`config.mk`:
```
export PLATFORM = sky130hd
export DESIGN_NAME = mem_access_ctrl
export DESIGN_NICKNAME = d
export VERILOG_FILES = /design/src/rtl/mem_access_ctrl_pkg.sv /design/src/rtl/mem_access_ctrl_load_extend.sv /design/src/rtl/mem_access_ctrl.sv
export SDC_FILE = /design/constraint.sdc
export NUM_CORES = 1
export LEC_CHECK = 0
export CAP_MARGIN = 15
export CORE_MARGIN = 3
export CORE_UTILIZATION = 32
export DETAILED_ROUTE_END_ITERATION = 10
export DONT_BUFFER_PORTS = 1
export PLACE_DENSITY = 0.45
export SLEW_MARGIN = 20
export SYNTH_ARGS = -nofsm -noshare
export SYNTH_HDL_FRONTEND = slang
export SYNTH_SLANG_ARGS = --single-unit
```
`constraint.sdc`:
```
create_clock -name clk -period 1.7 [get_ports clk]
set_input_delay 0.34 -clock clk [delete_from_list [all_inputs] [get_ports clk]]
set_output_delay 0.34 -clock clk [all_outputs]
set_load 0.005 [all_outputs]
```
`src/rtl/mem_access_ctrl_pkg.sv`:
```
// Shared types for the MEM-stage data bus controller: access kinds, bus size
// codes and the byte-lane helpers used when a request is captured.
package mem_access_ctrl_pkg;

  typedef logic [31:0] word_t;

  typedef enum logic [3:0] {
    MEM_NONE,
    MEM_LB,
    MEM_LBU,
    MEM_LH,
    MEM_LHU,
    MEM_LW,
    MEM_SB,
    MEM_SH,
    MEM_SW
  } mem_t;

  localparam logic [1:0] SIZE_BYTE = 2'd0;
  localparam logic [1:0] SIZE_HALF = 2'd1;
  localparam logic [1:0] SIZE_WORD = 2'd2;

  function automatic logic is_misaligned(input mem_t kind, input logic [1:0] lo);
    logic bad;
    bad = 1'b0;
    case (kind)
      MEM_LH, MEM_LHU, MEM_SH: bad = lo[0];
      MEM_LW, MEM_SW:          bad = (lo != 2'b00);
      default:                 bad = 1'b0;
    endcase
    return bad;
  endfunction

  function automatic logic [1:0] size_of(input mem_t kind);
    logic [1:0] sz;
    sz = SIZE_WORD;
    case (kind)
      MEM_LB, MEM_LBU, MEM_SB: sz = SIZE_BYTE;
      MEM_LH, MEM_LHU, MEM_SH: sz = SIZE_HALF;
      default:                 sz = SIZE_WORD;
    endcase
    return sz;
  endfunction

  // Loads drive no strobes, so the bus can tell reads from writes by strobe alone.
  function automatic logic [3:0] strobe_of(input mem_t kind, input logic [1:0] lo);
    logic [3:0] strb;
    strb = '0;
    case (kind)
      MEM_SB:  strb = 4'b0001 << lo;
      MEM_SH:  strb = 4'b0011 << {lo[1], 1'b0};
      MEM_SW:  strb = 4'b1111;
      default: strb = '0;
    endcase
    return strb;
  endfunction

endpackage

```
`src/rtl/mem_access_ctrl_load_extend.sv`:
```
// Picks the addressed byte/half out of a raw bus word and sign- or
// zero-extends it according to the load kind.
module load_extend
  import mem_access_ctrl_pkg::*;
(
  input  logic [1:0] addr_lo,
  input  mem_t       kind,
  input  word_t      raw,
  output word_t      ext
);

  word_t shifted;

  always_comb begin
    shifted = raw >> {addr_lo, 3'b000};
    ext     = '0;
    case (kind)
      MEM_LB:  ext = {{24{shifted[7]}}, shifted[7:0]};
      MEM_LBU: ext = {24'h000000, shifted[7:0]};
      MEM_LH:  ext = {{16{shifted[15]}}, shifted[15:0]};
      MEM_LHU: ext = {16'h0000, shifted[15:0]};
      MEM_LW:  ext = shifted;
      default: ext = '0;
    endcase
  end

endmodule

```
`src/rtl/mem_access_ctrl.sv`:
```
// MEM-stage controller: issues one load/store at a time on the valid/addr_ok/
// data_ok data bus, stalls the pipeline until it completes and extends loads.
module mem_access_ctrl
  import mem_access_ctrl_pkg::*;
#(
  parameter int unsigned ADDR_W = 32,
  parameter int unsigned DATA_W = 32
) (
  input  logic              clk,
  input  logic              resetn,
  input  logic              req_valid,
  input  mem_t              req_type,
  input  logic [ADDR_W-1:0] req_addr,
  input  logic [DATA_W-1:0] req_wdata,
  input  logic              flush,
  output logic              stall,
  output logic              done,
  output logic [DATA_W-1:0] rdata,
  output logic              addr_err,
  output logic              dbus_valid,
  output logic [ADDR_W-1:0] dbus_addr,
  output logic [3:0]        dbus_strobe,
  output logic [DATA_W-1:0] dbus_wdata,
  output logic [1:0]        dbus_size,
  input  logic              dbus_addr_ok,
  input  logic              dbus_data_ok,
  input  logic [DATA_W-1:0] dbus_rdata
);

  typedef enum logic [1:0] {
    ST_IDLE,
    ST_REQ,
    ST_WAIT,
    ST_DONE
  } state_t;

  state_t     state_q, state_d;
  logic       drop_q, drop_d;
  logic       latch_rdata;
  logic       accept;
  logic       capture;
  mem_t       type_q;
  logic [1:0] lo_q;
  word_t      ext_word;

  assign addr_err = is_misaligned(req_type, req_addr[1:0]);
  assign accept   = req_valid && (req_type != MEM_NONE) && !addr_err && !flush;
  assign capture  = (state_q == ST_IDLE) && accept;

  assign dbus_valid = (state_q == ST_REQ);
  assign done       = (state_q == ST_DONE);
  assign stall      = accept && !done;

  always_ff @(posedge clk) begin
    if (!resetn) begin
      state_q <= ST_IDLE;
      drop_q  <= 1'b0;
    end else begin
      state_q <= state_d;
      drop_q  <= drop_d;
    end
  end

  // A flush after addr_ok cannot cancel the bus transaction, so it is remembered
  // in drop_q and the response is swallowed instead of producing done.
  always_comb begin
    state_d     = state_q;
    drop_d      = drop_q;
    latch_rdata = 1'b0;
    case (state_q)
      ST_IDLE: begin
        drop_d = 1'b0;
        if (accept) state_d = ST_REQ;
      end
      ST_REQ: begin
        if (dbus_addr_ok) begin
          if (dbus_data_ok) begin
            state_d     = flush ? ST_IDLE : ST_DONE;
            latch_rdata = !flush;
          end else begin
            state_d = ST_WAIT;
            drop_d  = flush;
          end
        end else if (flush) begin
          state_d = ST_IDLE;
        end
      end
      ST_WAIT: begin
        if (flush) drop_d = 1'b1;
        if (dbus_data_ok) begin
          drop_d = 1'b0;
          if (drop_q || flush) begin
            state_d = ST_IDLE;
          end else begin
            state_d     = ST_DONE;
            latch_rdata = 1'b1;
          end
        end
      end
      ST_DONE: state_d = ST_IDLE;
    endcase
  end

  load_extend u_load_extend (
    .addr_lo (lo_q),
    .kind    (type_q),
    .raw     (dbus_rdata),
    .ext     (ext_word)
  );

  always_ff @(posedge clk) begin
    if (!resetn) begin
      type_q      <= MEM_NONE;
      lo_q        <= '0;
      dbus_addr   <= '0;
      dbus_strobe <= '0;
      dbus_wdata  <= '0;
      dbus_size   <= '0;
      rdata       <= '0;
    end else begin
      if (capture) begin
        type_q      <= req_type;
        lo_q        <= req_addr[1:0];
        dbus_addr   <= {req_addr[ADDR_W-1:2], 2'b00};
        dbus_strobe <= strobe_of(req_type, req_addr[1:0]);
        dbus_wdata  <= req_wdata << {req_addr[1:0], 3'b000};
        dbus_size   <= size_of(req_type);
      end
      if (latch_rdata) rdata <= ext_word;
    end
  end

endmodule

```
==> results.txt <==
Leading area contributor after synthesis -> dfxtp_1
Max_cap viols -> 0
Max H-tree Level -> 3
P_leak -> 2.659 nW
Status -> finished clean
Ant diodes -> 0
Period Utilization, post-route -> 0.9639
FF-to-FF setup slack -> 0.06 ns
Clock edge transition at the registers on the reported setup and hold paths -> 0.08 ns
Global-route wire length before repair -> 25400 µm
Pwr per Cell Area -> 879.9 mW/mm²
Post-Route Skew -> 0.01101 ns
Initial DRC Count -> 307
Total number of vias -> 4705
Unrepaired setup endpoints after global routing -> false
Vias in the first global route -> 4577
Slew @ Worst Pin -> 0.5301 ns
DIE WIDTH -> 140.3 µm
Critical Path Source Type -> flop
Max rail drop VDD -> 0.0004314 V
Routed Antenna Nets -> 0
TritonCTS clock tree -> done
Startpoint of the worst hold path -> req_wdata[5]
CTS Sinks -> 109
FP Rows -> 48
Critical Path AT -> 1.88 ns
Die height -> 140.3 µm
CTS buffer count -> 9
Hold_ws -> 0.1111 ns
Root buf cell -> clkbuf_16
I/O Pins -> 212
Fmax -> 610.3 MHz
Hold depth -> 2
Initial Util -> 0.3303
Port bufs -> 0
Worst Reg-to-Reg Cells -> 8
Worst slew margin -> 0.6453
Max-slew violation count -> 0
Clk_lat worst skew -> 0.35 ns
Post-Syn Area -> 0.005773 mm²
Hold Path Sink -> dbus_wdata[5]
Share of layout cells above drive strength 1 -> 0.1409
Worst hold path type -> input port to flop
CP max FO -> 12
Core footprint -> 0.01748 mm²
Area delta synth->final -> 13.76%
Post-Synthesis Cells -> 654
GRT overflow -> 0
Tmin final -> 1.639 ns
Top-area cell type share of the netlist area -> 0.3780
Final hold vios -> 0
Crit path capture type -> flop
Post-synth EDFFs -> 0
Flops & latches, synth -> 109
Final worst slack -> 0.06142 ns
# nets final -> 765
Ys Warns -> 0
Main synth FF type -> dfxtp_1
Remaining DRCs -> 0
1st-pass router iterations -> 4
Die Area -> 0.01969 mm²
Final Setup Violations -> 0
Drt via density -> 5.316
Asr flop ratio synth -> 0
Synth area leaders -> dfxtp_1, mux2i_1, nand2_1
CTS max path bufs -> 2
Synth cell types -> 46
Critical path required time -> 1.94 ns
Worst flop-to-flop path endpoint -> rdata[30]
Worst setup path class -> flop to flop
Initial antenna violation count -> 0
Post-synthesis sequential area ratio -> 0.3780
GPL Wtd Cong -> 0.8583
Wire per inst -> 18.48 µm
R2r startpoint -> state_q[1]
Pre-CTS WS -> -0.09623 ns
Syn Area/Cell -> 8.827 µm²
Final WL -> 16360 µm
Pin count of the biggest net entering global routing -> 150
HPWL after detailed placement -> 12250 µm
Total GRT Usage -> 0.1596
report_power, final:
part,internal (W),switching [W]
combinational,0.000404,0.000432
clock,0.00117,0.00104
sequential,0.00265,0.0000848
total,0.00422,0.00155
layout by cell type (no fill, tap or decap), types with 3 or more instances in the layout:
| cell type | instances |
|---|---|
| nand3b_1 | 3 |
| dfxtp_1 | 107 |
| buf_6 | 4 |
| a21oi_1 | 19 |
| o21ai_0 | 6 |
| mux2_2 | 8 |
| ha_4 | 3 |
| buf_12 | 6 |
| nor3_1 | 16 |
| o211ai_1 | 25 |
| nand3_1 | 25 |
| clkbuf_16 | 10 |
| o2bb2ai_1 | 24 |
| nand2_1 | 167 |
| mux2i_1 | 117 |
| nand2b_1 | 4 |
| nor2b_1 | 3 |
| buf_4 | 32 |
| nor3b_1 | 3 |
| nor2_1 | 10 |
| nand4_1 | 15 |
| inv_2 | 3 |
per-stage QoR:
step	instance area (µm²)	std cells	util	setup TNS (ns)	power (W)
floorplan	5816	655	-	-5.129	0.003499
global placement	6127	867	0.3506	-1.054	0.003590
detailed placement	6127	867	0.3506	-3.128	0.003606
CTS	6467	884	0.3701	0	0.005855
global route	6568	885	0.3758	0	0.006069
finish	6568	885	0.3758	0	0.005779
registers in the layout, indices dropped and copies added, names as in the netlist:
signal	count
dbus_strobe	4
dbus_size	2
drop_q	1
dbus_addr	30
dbus_wdata	32
state_q	2
type_q	4
lo_q	2
rdata	32
how the worst max path moves through the flow:
stage / cells past startpoint / to / start / slack (ns)
after global placement: 5 / stall / req_type[2] / -0.07
after global routing: 8 / rdata[8] / state_q[0] / 0.004
after detailed placement: 5 / dbus_wdata[13] / req_type[2] / -0.1
after floorplan: 7 / lo_q[1] / req_type[2] / -0.08
final: 8 / rdata[30] / state_q[1] / 0.06
after CTS: 5 / stall / req_type[2] / 0.003
layout make-up:
| cell class | count | area [µm²] |
|---|---|---|
| flip-flops and latches | 109 | 2185 |
| clock buffers | 9 | 225.2 |
| fillers | 1790 | 10910 |
| inverters | 6 | 22.52 |
| clock inverters | 7 | 80.08 |
| repair buffers | 44 | 435.4 |
| well taps | 225 | 281.5 |
| multi-input cells | 485 | 3338 |
cells by family (layout without fill, tap and decap cells):
family,count (synthesis),count (layout),share of synthesized area
other,1,2,0.0006496
muxes,126,126,0.2224
and+or+nand+nor,264,264,0.2078
DFF,109,109,0.3780
AOI/OAI and AO/OA,87,87,0.1142
adders and majority gates,4,4,0.008670
xor gates and xnor gates,2,2,0.003035
buffers and inverters,61,66,0.06523
layer usage:
| metal | track usage | vias to the layer above | share of wire |
|---|---|---|---|
| met5 | 0 | - | 0 |
| met4 | 0.05660 | 0 | 0.018 |
| met3 | 0.04848 | 16 | 0.086 |
| met2 | 0.2636 | 173 | 0.48 |
| met1 | 0.1971 | 2201 | 0.41 |
| li1 | - | 2315 | - |
synthesized netlist by cell type, types with 2 or more instances:
| cell | instances |
|---|---|
| a211oi_2 | 2 |
| nor2b_1 | 3 |
| dfxtp_1 | 109 |
| clkbuf_1 | 29 |
| nor2_1 | 10 |
| buf_1 | 3 |
| a311oi_1 | 2 |
| a211o_1 | 2 |
| nand2b_1 | 5 |
| ha_1 | 4 |
| nor3b_1 | 5 |
| mux2i_1 | 117 |
| o211ai_1 | 25 |
| nor3_1 | 16 |
| nand3_1 | 26 |
| buf_12 | 7 |
| nor4_1 | 2 |
| buf_2 | 12 |
| buf_4 | 3 |
| xor2_1 | 2 |
| o21ai_0 | 6 |
| a21oi_1 | 19 |
| nand3b_1 | 3 |
| o2bb2ai_1 | 24 |
| nand2_1 | 170 |
| a211oi_1 | 2 |
| mux2_2 | 8 |
| inv_1 | 4 |
| nand4_1 | 15 |
| nor4b_2 | 2 |
| a21boi_0 | 2 |
worst max-delay path: stages (launching register included):
cell,delay (ns)
dfxtp_2,0.34
buf_4,0.12
ha_4,0.14
nand2b_4,0.06
buf_4,0.14
a211o_4,0.35
clkbuf_16,0.18
nand3_1,0.08
o211ai_1,0.09
what timing repair did:
item,in CTS,in global routing
gates resized for setup,6,17
buffers inserted,1,0
endpoints found under the setup margin,27,31
pin swaps,1,2
hold endpoints to repair,0,0
cloned,0,2
hold buffers,0,0
(Power assumes the default switching activity.)
